<file path="src/rtl/demo_release_pkg.sv">
// demo_release_pkg: shared types and constants for the demo_release block.
//   state_e          - release-window FSM states
//   BLK_CNT_W        - width of the saturating blocked-cycle counter
//   DEFAULT_AUTH_KEY - code that opens the release window unless overridden
package demo_release_pkg;

    typedef enum logic [1:0] {
        StLocked  = 2'd0,
        StOpen    = 2'd1,
        StLockout = 2'd2
    } state_e;

    localparam int unsigned BLK_CNT_W = 8;

    localparam logic [31:0] DEFAULT_AUTH_KEY = 32'hA5A5_5A5A;

endpackage

</file>
<file path="src/rtl/demo_release_fifo.sv">
// demo_release_fifo: small synchronous FIFO, no bypass path.
// Ports:
//   clk, rst        - clock, async active-high reset (pointers only)
//   push, push_data - write push_data at the tail (caller ensures !full)
//   pop             - advance the head (caller ensures !empty)
//   full, empty     - occupancy flags
//   head            - entry at the head; undefined when empty
module demo_release_fifo #(
    parameter int unsigned WIDTH = 33,
    parameter int unsigned DEPTH = 4
) (
    input  logic             clk,
    input  logic             rst,
    input  logic             push,
    input  logic [WIDTH-1:0] push_data,
    input  logic             pop,
    output logic             full,
    output logic             empty,
    output logic [WIDTH-1:0] head
);

    localparam int unsigned AW = $clog2(DEPTH);

    logic [WIDTH-1:0] mem [DEPTH];
    // One extra wrap bit distinguishes full from empty when indices match.
    logic [AW:0]      wptr_q;
    logic [AW:0]      rptr_q;

    always_ff @(posedge clk or posedge rst) begin
        if (rst) begin
            wptr_q <= '0;
            rptr_q <= '0;
        end else begin
            if (push) wptr_q <= wptr_q + 1'b1;
            if (pop)  rptr_q <= rptr_q + 1'b1;
        end
    end

    // Storage needs no reset: the head is masked by the consumer while empty.
    always_ff @(posedge clk) begin
        if (push) mem[wptr_q[AW-1:0]] <= push_data;
    end

    always_comb begin
        empty = (wptr_q == rptr_q);
        full  = (wptr_q[AW] != rptr_q[AW]) && (wptr_q[AW-1:0] == rptr_q[AW-1:0]);
        head  = mem[rptr_q[AW-1:0]];
    end

endmodule

</file>
<file path="src/rtl/demo_release.sv">
// demo_release: buffers tagged words and releases secret-derived (tainted) words
// only while an authorization window is open. Public words drain freely.
// Ports:
//   clk, rst                       - clock, async active-high reset
//   in_valid, in_data, in_tainted  - upstream word and its taint bit
//   in_ready                       - FIFO can accept a word
//   auth_req, auth_code            - authorization attempt and presented code
//   out_valid, out_ready           - release handshake
//   out_data, out_tainted          - released word and taint, zero unless out_valid
//   win_open                       - release window currently open
//   blocked_cnt                    - saturating count of cycles a tainted head was held
module demo_release
    import demo_release_pkg::*;
#(
    parameter int unsigned       WIDTH    = 32,
    parameter int unsigned       DEPTH    = 4,
    parameter logic [WIDTH-1:0]  AUTH_KEY = WIDTH'(DEFAULT_AUTH_KEY),
    parameter int unsigned       WINDOW   = 8,
    parameter int unsigned       LOCKOUT  = 16
) (
    input  logic                 clk,
    input  logic                 rst,
    input  logic                 in_valid,
    input  logic [WIDTH-1:0]     in_data,
    input  logic                 in_tainted,
    output logic                 in_ready,
    input  logic                 auth_req,
    input  logic [WIDTH-1:0]     auth_code,
    output logic                 out_valid,
    input  logic                 out_ready,
    output logic [WIDTH-1:0]     out_data,
    output logic                 out_tainted,
    output logic                 win_open,
    output logic [BLK_CNT_W-1:0] blocked_cnt
);

    localparam int unsigned CNT_MAX = (WINDOW > LOCKOUT) ? WINDOW : LOCKOUT;
    localparam int unsigned CNT_W   = $clog2(CNT_MAX + 1);

    state_e               state_q, state_d;
    // One down-counter serves both the open window and the lockout penalty.
    logic [CNT_W-1:0]     cnt_q, cnt_d;
    logic [BLK_CNT_W-1:0] blocked_q;

    logic                 fifo_full, fifo_empty;
    logic [WIDTH:0]       head_entry;
    logic                 head_tainted;
    logic                 head_ok;
    logic                 push, pop;

    demo_release_fifo #(
        .WIDTH (WIDTH + 1),
        .DEPTH (DEPTH)
    ) u_fifo (
        .clk       (clk),
        .rst       (rst),
        .push      (push),
        .push_data ({in_data, in_tainted}),
        .pop       (pop),
        .full      (fifo_full),
        .empty     (fifo_empty),
        .head      (head_entry)
    );

    // State register.
    always_ff @(posedge clk or posedge rst) begin
        if (rst) begin
            state_q <= StLocked;
            cnt_q   <= '0;
        end else begin
            state_q <= state_d;
            cnt_q   <= cnt_d;
        end
    end

    // Next-state logic; auth_req is only honoured while locked.
    always_comb begin
        state_d = state_q;
        cnt_d   = cnt_q;
        unique case (state_q)
            StLocked: begin
                if (auth_req) begin
                    if (auth_code == AUTH_KEY) begin
                        state_d = StOpen;
                        cnt_d   = CNT_W'(WINDOW - 1);
                    end else begin
                        state_d = StLockout;
                        cnt_d   = CNT_W'(LOCKOUT - 1);
                    end
                end
            end
            StOpen, StLockout: begin
                if (cnt_q == '0) state_d = StLocked;
                else             cnt_d   = cnt_q - 1'b1;
            end
            default: begin
                state_d = StLocked;
                cnt_d   = '0;
            end
        endcase
    end

    // Outputs: data and taint are forced to zero whenever the head is not releasable.
    always_comb begin
        win_open     = (state_q == StOpen);
        head_tainted = head_entry[0];
        head_ok      = !fifo_empty && (!head_tainted || win_open);
        out_valid    = head_ok;
        out_data     = head_ok ? head_entry[WIDTH:1] : '0;
        out_tainted  = head_ok ? head_tainted : 1'b0;
        // Pre-pop full flag: a full FIFO refuses a push even while popping.
        in_ready     = !fifo_full && !rst;
        push         = in_valid && in_ready;
        pop          = head_ok && out_ready;
        blocked_cnt  = blocked_q;
    end

    always_ff @(posedge clk or posedge rst) begin
        if (rst) begin
            blocked_q <= '0;
        end else if (!fifo_empty && head_tainted && !win_open &&
                     (blocked_q != {BLK_CNT_W{1'b1}})) begin
            blocked_q <= blocked_q + 1'b1;
        end
    end

endmodule

</file>
<file path="config.mk">
export PLATFORM = sky130hd
export DESIGN_NAME = demo_release
export DESIGN_NICKNAME = d
export VERILOG_FILES = /design/src/rtl/demo_release_pkg.sv /design/src/rtl/demo_release_fifo.sv /design/src/rtl/demo_release.sv
export SDC_FILE = /design/constraint.sdc
export NUM_CORES = 1
export LEC_CHECK = 0
export BUFFER_PORTS_ARGS = -buffer_cell sky130_fd_sc_hd__buf_2
export CAP_MARGIN = 0
export CORE_ASPECT_RATIO = 1.25
export CORE_MARGIN = 5
export CORE_UTILIZATION = 28
export DETAILED_ROUTE_END_ITERATION = 10
export GPL_ROUTABILITY_DRIVEN = 0
export GPL_TIMING_DRIVEN = 1
export PLACE_DENSITY = 0.5
export SLEW_MARGIN = 25
export SYNTH_ARGS = -nofsm -noshare
export SYNTH_HDL_FRONTEND = slang
export SYNTH_SLANG_ARGS = --single-unit
</file>
<file path="constraint.sdc">
create_clock -name clk -period 5.8 [get_ports clk]
set_input_delay 0.58 -clock clk [delete_from_list [all_inputs] [get_ports clk]]
set_output_delay 0.58 -clock clk [all_outputs]
set_load 0.01 [all_outputs]
</file>
==> impl_results.html, run 1 <==
<table>
<tr><th>Metric</th><th>Value</th></tr>
<tr><th colspan="2">Outcome</th></tr>
<tr><td>Run status</td><td>complete, no violations</td></tr>
<tr><th colspan="2">Power</th></tr>
<tr><td>Sequential Power Share</td><td>0.396</td></tr>
<tr><td>Total power draw</td><td>3.840 mW</td></tr>
<tr><td>Leakage Power</td><td>2.899 nW</td></tr>
<tr><td>Power dissipated by switching net loads</td><td>approximately 1.3 mW</td></tr>
<tr><td>Pwr Density</td><td>494.3 mW/mm²</td></tr>
<tr><td>Clock group share of total power</td><td>0.278</td></tr>
<tr><td>Largest voltage drop on the vdd net</td><td>0.2248 mV</td></tr>
<tr><td>Cell internal pwr</td><td>2.571 mW</td></tr>
<tr><td>Switching Fraction</td><td>0.3305</td></tr>
<tr><td>Combinational cell fraction of total power</td><td>0.326</td></tr>
<tr><th colspan="2">STA</th></tr>
<tr><td>Final sum of negative setup slack</td><td>0 ns</td></tr>
<tr><td>Hold Violations, Final</td><td>0</td></tr>
<tr><td>Final period demand of the worst path</td><td>3.483 ns</td></tr>
<tr><td>Worst-case hold slack</td><td>0.3566 ns</td></tr>
<tr><td>Post-route fraction of the period consumed by the critical path</td><td>0.6006</td></tr>
<tr><td>Slew Viols, Final</td><td>0</td></tr>
<tr><td>Peak Freq</td><td>~0.29 GHz</td></tr>
<tr><td>Worst Tran Pin Value</td><td>0.9332 ns</td></tr>
<tr><td>RSZ-0062 raised after global routing</td><td>no</td></tr>
<tr><td>Worst setup skew after layout</td><td>0.01321 ns</td></tr>
<tr><td>Max-slew headroom</td><td>0.3779</td></tr>
<tr><td>Final setup violation count</td><td>0</td></tr>
<tr><th colspan="2">Clock tree</th></tr>
<tr><td>Clock tree from TritonCTS</td><td>done</td></tr>
<tr><td>Number of clock sinks</td><td>roughly 150</td></tr>
<tr><td>Setup Buffers After CTS</td><td>0</td></tr>
<tr><td>Latest clock arrival within the worst-skew pair</td><td>0.42 ns</td></tr>
<tr><td>Num CTS Buffers</td><td>17</td></tr>
<tr><td>Number of gates resized after cts</td><td>0</td></tr>
<tr><td>Number of levels the H-tree was split into</td><td>4</td></tr>
<tr><td>Clock buffer depth</td><td>2</td></tr>
<tr><td>Cell at the root of the clock tree</td><td>sky130_fd_sc_hd__clkbuf_16</td></tr>
<tr><td>Hold_buf cts</td><td>0</td></tr>
<tr><td>Clock transition at path regs</td><td>about 0.060 ns</td></tr>
<tr><th colspan="2">Synthesis</th></tr>
<tr><td>Mean cell area of the mapped netlist</td><td>around 18 µm²</td></tr>
<tr><td>Synthesis warning total</td><td>0</td></tr>
<tr><td>Number of flops mapped to enable cells by yosys</td><td>132</td></tr>
<tr><td>Total nets after synthesis</td><td>roughly 430</td></tr>
<tr><td>Portion of synthesized cell area occupied by the leading cell type</td><td>0.6288</td></tr>
<tr><td>Dominant synthesized flop cell</td><td>sky130_fd_sc_hd__edfxtp_1</td></tr>
<tr><td>Post-synth top cells</td><td>sky130_fd_sc_hd__edfxtp_1 (132), sky130_fd_sc_hd__nor2b_1 (35), sky130_fd_sc_hd__mux4_2 (33), sky130_fd_sc_hd__dfrtp_1 (21), sky130_fd_sc_hd__inv_1 (13)</td></tr>
<tr><td>Most common cell in the synthesized netlist</td><td>sky130_fd_sc_hd__edfxtp_1</td></tr>
<tr><td>Top cell type by total area after synthesis</td><td>sky130_fd_sc_hd__edfxtp_1</td></tr>
<tr><td>Cells after Synth</td><td>roughly 350</td></tr>
<tr><td>Cell area after technology mapping</td><td>0.006304 mm²</td></tr>
<tr><td>Sequential share of the synthesized area</td><td>0.7122</td></tr>
<tr><td>Seq cells post-synth</td><td>153</td></tr>
<tr><td>Leading cell types by total area after synthesis</td><td>sky130_fd_sc_hd__edfxtp_1 (63%), sky130_fd_sc_hd__mux4_2 (12%), sky130_fd_sc_hd__dfrtp_1 (8.3%)</td></tr>
<tr><td>Number of distinct library cells after synthesis</td><td>40</td></tr>
<tr><td>Async set or reset register ratio after synthesis</td><td>0.1373</td></tr>
<tr><th colspan="2">Global route</th></tr>
<tr><td>First-pass GRT wire length</td><td>20230 µm</td></tr>
<tr><td>Via count of the first global-routing pass</td><td>3778</td></tr>
<tr><td>Maximum number of pins on one net before global-route repair</td><td>37</td></tr>
<tr><td>Overall track demand over capacity in global routing</td><td>0.1062</td></tr>
<tr><td>Initial antenna violation count</td><td>1</td></tr>
<tr><td>Grt ovf</td><td>0</td></tr>
<tr><th colspan="2">Finish</th></tr>
<tr><td>Nets@finish</td><td>549</td></tr>
<tr><td>Proportion of layout cells with a drive suffix above 1</td><td>0.3971</td></tr>
<tr><td>Fill cells</td><td>2144</td></tr>
<tr><td>Relative area change from synthesis to final layout</td><td>23.24%</td></tr>
<tr><th colspan="2">Floorplanning</th></tr>
<tr><td>Initial Utilization</td><td>0.2838</td></tr>
<tr><td>Die X</td><td>144.2 µm</td></tr>
<tr><td>DIE HEIGHT</td><td>177.8 µm</td></tr>
<tr><td>IO Count</td><td>114</td></tr>
<tr><td>Floorplan die area</td><td>around 0.026 mm²</td></tr>
<tr><td>Area inside the core boundary</td><td>~0.022 mm²</td></tr>
<tr><td>Placement Rows</td><td>61</td></tr>
<tr><th colspan="2">Run</th></tr>
<tr><td>Max-cap check violation count</td><td>0</td></tr>
<tr><th colspan="2">Route</th></tr>
<tr><td>WL per Instance</td><td>17.29 µm</td></tr>
<tr><td>Avg Vias per Cell</td><td>approximately 4.4</td></tr>
<tr><td>Total iterations of the first detailed-routing run</td><td>6</td></tr>
<tr><td>WL final</td><td>13230 µm</td></tr>
<tr><td>Routed vias</td><td>3401</td></tr>
<tr><td>Drt initial violations</td><td>196</td></tr>
<tr><td>Remaining design rule violation count</td><td>0</td></tr>
<tr><td>Antenna-violating nets left</td><td>0</td></tr>
<tr><th colspan="2">Worst setup path</th></tr>
<tr><td>Critical Path End Type</td><td>output pin</td></tr>
<tr><td>Crit Path Max Fanout</td><td>36</td></tr>
<tr><td>Setup CP Type</td><td>reg -&gt; out</td></tr>
<tr><td>Data required time of the critical path</td><td>5.22 ns</td></tr>
<tr><td>Arrival time of the worst setup path</td><td>2.90 ns</td></tr>
<tr><td>Worst Setup Start Kind</td><td>flip-flop</td></tr>
<tr><th colspan="2">Worst hold path</th></tr>
<tr><td>Worst min-delay path category</td><td>in -&gt; async</td></tr>
<tr><th colspan="2">Place</th></tr>
<tr><td>Post-detailed-placement half-perimeter wirelength</td><td>8565 µm</td></tr>
<tr><td>Port Buf Inserts</td><td>113</td></tr>
</table>
[layout make-up]
cell class	count	area [µm²]	share of cell area
flip-flops and latches	153	4492	0.5782
multi-input cells	169	1718	0.2211
repair buffers	114	573.1	0.07376
clock buffers	17	425.4	0.05476
well taps	283	354.1	0.04558
clock inverters	15	155.1	0.01997
inverters	13	48.80	0.006281
diodes	1	2.502	0.0003221
[per-layer routing]
| layer | share of wire | track usage | vias to the layer above |
|---|---|---|---|
| met5 | 0.00053 | 0 | - |
| met4 | 0.0068 | 0.03033 | 2 |
| met3 | 0.072 | 0.03774 | 9 |
| met2 | 0.53 | 0.1875 | 104 |
| met1 | 0.40 | 0.1206 | 1693 |
| li1 | - | - | 1593 |
[power by group through the flow]
stage	clock network, mW	logic, mW	registers [mW]
floorplan	0	0.893	1.48
global placement	0	1.28	1.54
detailed placement	0	1.30	1.55
CTS	1.09	1.31	1.53
global route	1.14	1.40	1.55
finish	1.07	1.25	1.52
[through the flow]
| step | instances | cell area, µm² | util | worst slack, ns |
|---|---|---|---|---|
| after floorplan | 347 | 6304 | - | 3.245 |
| after global placement | 732 | 7186 | 0.3235 | 2.593 |
| after detailed placement | 732 | 7186 | 0.3235 | 2.487 |
| after CTS | 764 | 7766 | 0.3497 | 2.120 |
| after global routing | 764 | 7766 | 0.3497 | 1.991 |
| final | 765 | 7769 | 0.3498 | 2.317 |
[state kept, by name, indices dropped and copies added, names as in the netlist]
signal         cells
u_fifo.mem       132
cnt_q              5
u_fifo.wptr_q      3
state_q            2
blocked_cnt        8
u_fifo.rptr_q      3
[worst paths after layout]
| check | start | endpoint | slack, ns | cells past startpoint |
|---|---|---|---|---|
| worst min register to register | blocked_cnt[7] | blocked_cnt[7] | 0.49 | 1 |
| worst max-delay path | u_fifo.rptr_q[0] | out_data[18] | 2.32 | 5 |
| max in group asynchronous | rst | u_fifo.rptr_q[0] | 4.85 | 2 |
| worst min-delay path | rst | blocked_cnt[1] | 0.36 | 2 |
| min in group clk | in_data[9] | u_fifo.mem[3][10] | 0.37 | 1 |
| worst max register to register | u_fifo.rptr_q[1] | u_fifo.mem[1][24] | 2.63 | 3 |
[cells in the final DEF (no fill, tap or decap), types with 2 or more instances in the layout]
cell / n
sky130_fd_sc_hd__edfxtp_1: 132
sky130_fd_sc_hd__mux4_2: 33
sky130_fd_sc_hd__and2_2: 4
sky130_fd_sc_hd__buf_2: 113
sky130_fd_sc_hd__dfrtp_1: 19
sky130_fd_sc_hd__o21ai_0: 10
sky130_fd_sc_hd__nor2b_1: 35
sky130_fd_sc_hd__a31oi_1: 2
sky130_fd_sc_hd__xnor2_1: 5
sky130_fd_sc_hd__inv_1: 13
sky130_fd_sc_hd__clkinv_4: 3
sky130_fd_sc_hd__clkbuf_16: 17
sky130_fd_sc_hd__nand2_1: 8
sky130_fd_sc_hd__nor2_1: 6
sky130_fd_sc_hd__a21oi_1: 2
sky130_fd_sc_hd__inv_6: 7
sky130_fd_sc_hd__and3_1: 2
sky130_fd_sc_hd__clkinv_2: 2
sky130_fd_sc_hd__nand3_1: 4
sky130_fd_sc_hd__nand4_1: 3
sky130_fd_sc_hd__nor3_1: 4
sky130_fd_sc_hd__nor3b_1: 3
sky130_fd_sc_hd__ha_1: 11
sky130_fd_sc_hd__dfrtp_2: 2
sky130_fd_sc_hd__xor2_1: 11
sky130_fd_sc_hd__nor4bb_1: 8
sky130_fd_sc_hd__or2_2: 2
[worst max-delay path, stage by stage (launching register included)]
cell	delay, ns
sky130_fd_sc_hd__dfrtp_2	0.34
sky130_fd_sc_hd__buf_4	0.57
sky130_fd_sc_hd__mux4_2	0.66
sky130_fd_sc_hd__a32o_2	0.51
sky130_fd_sc_hd__nor2b_1	0.23
sky130_fd_sc_hd__buf_2	0.16
[cells by family after synthesis]
logic type / synth area share
flops: 0.7122
fa+ha+maj: 0.02183
mux: 0.1221
xor+xnor: 0.02223
simple gates: 0.08595
compound gates: 0.01945
buf+inv: 0.01628
Note: power is estimated with default switching activity, not from simulation.
==> run 2, diff against run 1 <==
--- a/config.mk
+++ b/config.mk
@@ -13,7 +13,7 @@
 export DETAILED_ROUTE_END_ITERATION = 10
 export GPL_ROUTABILITY_DRIVEN = 0
 export GPL_TIMING_DRIVEN = 1
-export PLACE_DENSITY = 0.5
+export PLACE_DENSITY = 0.51
 export SLEW_MARGIN = 25
 export SYNTH_ARGS = -nofsm -noshare
 export SYNTH_HDL_FRONTEND = slang
==> constraint.sdc (replaced) <==
create_clock -name clk -period 2.9 [get_ports clk]
set_input_delay 0.29 -clock clk [delete_from_list [all_inputs] [get_ports clk]]
set_output_delay 0.29 -clock clk [all_outputs]
set_load 0.01 [all_outputs]
==> run 2 against run 1 <==
Net effect: largest power group unchanged; clock-buffer cell count rose by 1; sequential share of layout area fell by 0.97 points; cell count grew 1.0%; via count rose by 3.0%; register-to-register slack worse by 2.0 ns; clock power is 100% higher.
==> impl_results.html, run 2 (synthesis results as in run 1) <==
<table>
<tr><th>Metric</th><th>Value</th></tr>
<tr><th colspan="2">Floorplanning</th></tr>
<tr><td>Floorplan die area</td><td>0.02563 mm² (unchanged)</td></tr>
<tr><td>Initial Utilization</td><td>0.2838 (unchanged)</td></tr>
<tr><td>Placement Rows</td><td>61 (unchanged)</td></tr>
<tr><td>DIE HEIGHT</td><td>177.8 µm (unchanged)</td></tr>
<tr><td>Die X</td><td>144.2 µm (unchanged)</td></tr>
<tr><td>IO Count</td><td>114 (unchanged)</td></tr>
<tr><td>Area inside the core boundary</td><td>0.02221 mm² (unchanged)</td></tr>
<tr><th colspan="2">Finish</th></tr>
<tr><td>Register cell area after layout</td><td>0.004492 mm² (unchanged)</td></tr>
<tr><td>Proportion of layout cells with a drive suffix above 1</td><td>0.4061 (+0.009033)</td></tr>
<tr><td>Antenna Cells</td><td>0 (-1)</td></tr>
<tr><td>Relative area change from synthesis to final layout</td><td>25.35%</td></tr>
<tr><td>Nets@finish</td><td>558 (+1.6%)</td></tr>
<tr><td>Post-layout utilization of the core</td><td>0.3558 (+0.005972)</td></tr>
<tr><td>Commonest non-fill, non-tap cell in the layout</td><td>sky130_fd_sc_hd__edfxtp_1</td></tr>
<tr><td>Leading cell types in the layout, fill and taps excluded</td><td>sky130_fd_sc_hd__edfxtp_1 (132), sky130_fd_sc_hd__buf_2 (113), sky130_fd_sc_hd__nor2b_1 (35)</td></tr>
<tr><td>Final design area excluding fillers</td><td>0.007901 mm² (+1.7%)</td></tr>
<tr><td>Fill cells</td><td>2127 (-0.79%)</td></tr>
<tr><td>Flip-flop count of the largest register after layout</td><td>132 (unchanged)</td></tr>
<tr><td>Area used by multi-input combinational logic</td><td>0.001718 mm² (unchanged)</td></tr>
<tr><th colspan="2">Power</th></tr>
<tr><td>Largest voltage drop on the vdd net</td><td>0.4968 mV (+120%)</td></tr>
<tr><td>Leakage Power</td><td>2.959 nW (+2.1%)</td></tr>
<tr><td>Pwr Density</td><td>998.8 mW/mm² (+100%)</td></tr>
<tr><th colspan="2">STA</th></tr>
<tr><td>Post-route fraction of the period consumed by the critical path</td><td>0.9461</td></tr>
<tr><td>Peak Freq</td><td>0.3645 GHz</td></tr>
<tr><td>Hold Violations, Final</td><td>0 (unchanged)</td></tr>
<tr><td>RSZ-0062 raised after global routing</td><td>no</td></tr>
<tr><td>Max-slew headroom</td><td>0.4293 (+0.05137)</td></tr>
<tr><td>Final setup violation count</td><td>0 (unchanged)</td></tr>
<tr><td>Final sum of negative setup slack</td><td>0 ns (unchanged)</td></tr>
<tr><td>Final period demand of the worst path</td><td>between 2 and 3 ns</td></tr>
<tr><td>Worst setup skew after layout</td><td>0.01221 ns (-0.0009984 ns)</td></tr>
<tr><td>Slew Viols, Final</td><td>0 (unchanged)</td></tr>
<tr><td>Worst Tran Pin Value</td><td>0.8552 ns (-0.07799 ns)</td></tr>
<tr><th colspan="2">Worst setup path</th></tr>
<tr><td>Max incr delay on CP</td><td>0.58 ns (-0.08 ns)</td></tr>
<tr><td>Count of buffering cells on the critical path with inverters included</td><td>2 (unchanged)</td></tr>
<tr><td>Register-to-register path setup slack</td><td>0.64 ns (-1.99 ns)</td></tr>
<tr><td>Critical Path End Type</td><td>output pin</td></tr>
<tr><td>Crit Path Max Fanout</td><td>27 (-25%)</td></tr>
<tr><td>Arrival time of the worst setup path</td><td>2.45 ns (-0.45 ns)</td></tr>
<tr><td>Critical-path cell list</td><td>mux4_2, a32o_2, buf_12, nor2b_1, buf_2</td></tr>
<tr><td>Setup CP Type</td><td>reg -&gt; out</td></tr>
<tr><td>CP top delay family</td><td>multiplexers</td></tr>
<tr><td>Data required time of the critical path</td><td>2.61 ns (-2.61 ns)</td></tr>
<tr><td>Depth of the worst register-to-register path</td><td>5 (+2)</td></tr>
<tr><td>Worst Setup Start Kind</td><td>flip-flop</td></tr>
<tr><td>Critical path depth in cells</td><td>5 (unchanged)</td></tr>
<tr><td>Cell at the slowest stage of the critical path</td><td>sky130_fd_sc_hd__mux4_2</td></tr>
<tr><th colspan="2">Route</th></tr>
<tr><td>Top sig layer</td><td>met4</td></tr>
<tr><td>Avg Vias per Cell</td><td>4.533 (+2.0%)</td></tr>
<tr><td>Detailed route wirelength on metal3</td><td>862 µm (-8.9%)</td></tr>
<tr><td>WL met2</td><td>7358 µm (+5.8%)</td></tr>
<tr><td>Antenna-violating nets left</td><td>0 (unchanged)</td></tr>
<tr><td>Drt initial violations</td><td>152 (-22%)</td></tr>
<tr><td>Routed vias</td><td>3504 (+3.0%)</td></tr>
<tr><td>WL per Instance</td><td>18.01 µm (+4.1%)</td></tr>
<tr><td>WL final</td><td>13920 µm (+5.2%)</td></tr>
<tr><td>Remaining design rule violation count</td><td>0 (unchanged)</td></tr>
<tr><td>Total iterations of the first detailed-routing run</td><td>4 (-2)</td></tr>
<tr><td>Detailed-routing wirelength on met1</td><td>5517 µm (+5.5%)</td></tr>
<tr><th colspan="2">Clock tree</th></tr>
<tr><td>Latest clock arrival within the worst-skew pair</td><td>0.42 ns (about the same)</td></tr>
<tr><td>Cell at the root of the clock tree</td><td>sky130_fd_sc_hd__clkbuf_16</td></tr>
<tr><td>Clock buffer depth</td><td>2 (unchanged)</td></tr>
<tr><td>Clock transition at path regs</td><td>0.07 ns (about the same)</td></tr>
<tr><td>Num CTS Buffers</td><td>17 (unchanged)</td></tr>
<tr><td>Number of levels the H-tree was split into</td><td>4 (unchanged)</td></tr>
<tr><td>Clock tree from TritonCTS</td><td>done</td></tr>
<tr><td>Hold_buf cts</td><td>0 (unchanged)</td></tr>
<tr><td>Number of clock sinks</td><td>153 (unchanged)</td></tr>
<tr><td>Number of gates resized after cts</td><td>0 (unchanged)</td></tr>
<tr><td>Setup Buffers After CTS</td><td>0 (unchanged)</td></tr>
<tr><th colspan="2">Global route</th></tr>
<tr><td>Via count of the first global-routing pass</td><td>3873 (+2.5%)</td></tr>
<tr><td>Initial antenna violation count</td><td>0 (-1)</td></tr>
<tr><td>Overall track demand over capacity in global routing</td><td>0.1119 (+0.005649)</td></tr>
<tr><td>Maximum number of pins on one net before global-route repair</td><td>28 (-24%)</td></tr>
<tr><td>Grt ovf</td><td>0 (unchanged)</td></tr>
<tr><td>First-pass GRT wire length</td><td>21360 µm (+5.6%)</td></tr>
<tr><th colspan="2">Place</th></tr>
<tr><td>Post-detailed-placement half-perimeter wirelength</td><td>9523 µm (+11%)</td></tr>
<tr><td>Cell Area, Placed</td><td>0.007316 mm² (+1.8%)</td></tr>
<tr><td>Port Buf Inserts</td><td>113 (unchanged)</td></tr>
<tr><th colspan="2">Run</th></tr>
<tr><td>Max-cap check violation count</td><td>0 (unchanged)</td></tr>
<tr><th colspan="2">Worst hold path</th></tr>
<tr><td>Worst min-delay path category</td><td>in -&gt; async</td></tr>
<tr><th colspan="2">Outcome</th></tr>
<tr><td>Run status</td><td>complete, no violations</td></tr>
</table>
-- run 2: cell count changes in the layout (fill, tap and decap cells not counted), sizes merged --
| cell | change |
|---|---|
| diode | -1 |
| clkbuf | +1 |
| buf | +9 |
| clkinv | -2 |
| clkinvlp | +1 |
-- run 2: through the flow --
| stage | std cells | power (mW) | hold WS, ns | worst slack, ns |
|---|---|---|---|---|
| global route | 773 | 8.401 | 0.05192 | 0.02328 |
| CTS | 773 | 8.062 | 0.05632 | 0.09054 |
| detailed placement | 741 | 5.867 | 0.4842 | 0.5556 |
| floorplan | 347 | 4.745 | 0.2665 | 0.3453 |
| finish | 773 | 7.892 | 0.06817 | 0.1563 |
| global placement | 741 | 5.815 | 0.4859 | 0.5790 |
-- run 2: final cells by class --
| cell class | count | area share |
|---|---|---|
| flip-flops and latches | 153 | 0.5685 |
| repair buffers | 123 | 0.08899 |
| clock inverters | 14 | 0.01979 |
| multi-input cells | 169 | 0.2174 |
| inverters | 13 | 0.006176 |
| clock buffers | 18 | 0.05432 |
| well taps | 283 | 0.04481 |
-- run 2: worst register-to-register path, cell delays in order (launching register included) --
cell and delay [ns]:
sky130_fd_sc_hd__dfrtp_2 0.53, sky130_fd_sc_hd__xnor2_1 0.22, sky130_fd_sc_hd__a311oi_1 0.35, sky130_fd_sc_hd__buf_4 0.21
sky130_fd_sc_hd__and2_2 0.37, sky130_fd_sc_hd__buf_12 0.25
-- run 2: path summary, 6_finish.rpt --
path,end,start
max,out_data[31],u_fifo.rptr_q[0]
min,cnt_q[3],rst
max reg2reg,u_fifo.mem[3][32],u_fifo.rptr_q[1]
min reg2reg,blocked_cnt[6],blocked_cnt[6]
max in group asynchronous,u_fifo.rptr_q[0],rst
min in group clk,u_fifo.mem[3][4],in_data[3]
-- run 2: routing by layer --
layer	GRT usage	up-vias
met3	0.03181	13
met5	0	-
met2	0.1968	103
li1	-	1617
met1	0.1279	1771
met4	0.04277	0
-- run 2: power by group --
| part | leakage, nW | switching [mW] | total, mW | internal [mW] |
|---|---|---|---|---|
| logic | 1.22 | 1.47 | 2.74 | 1.27 |
| clock network | 0.286 | 0.943 | 2.17 | 1.22 |
| registers | 1.45 | 0.231 | 2.99 | 2.76 |
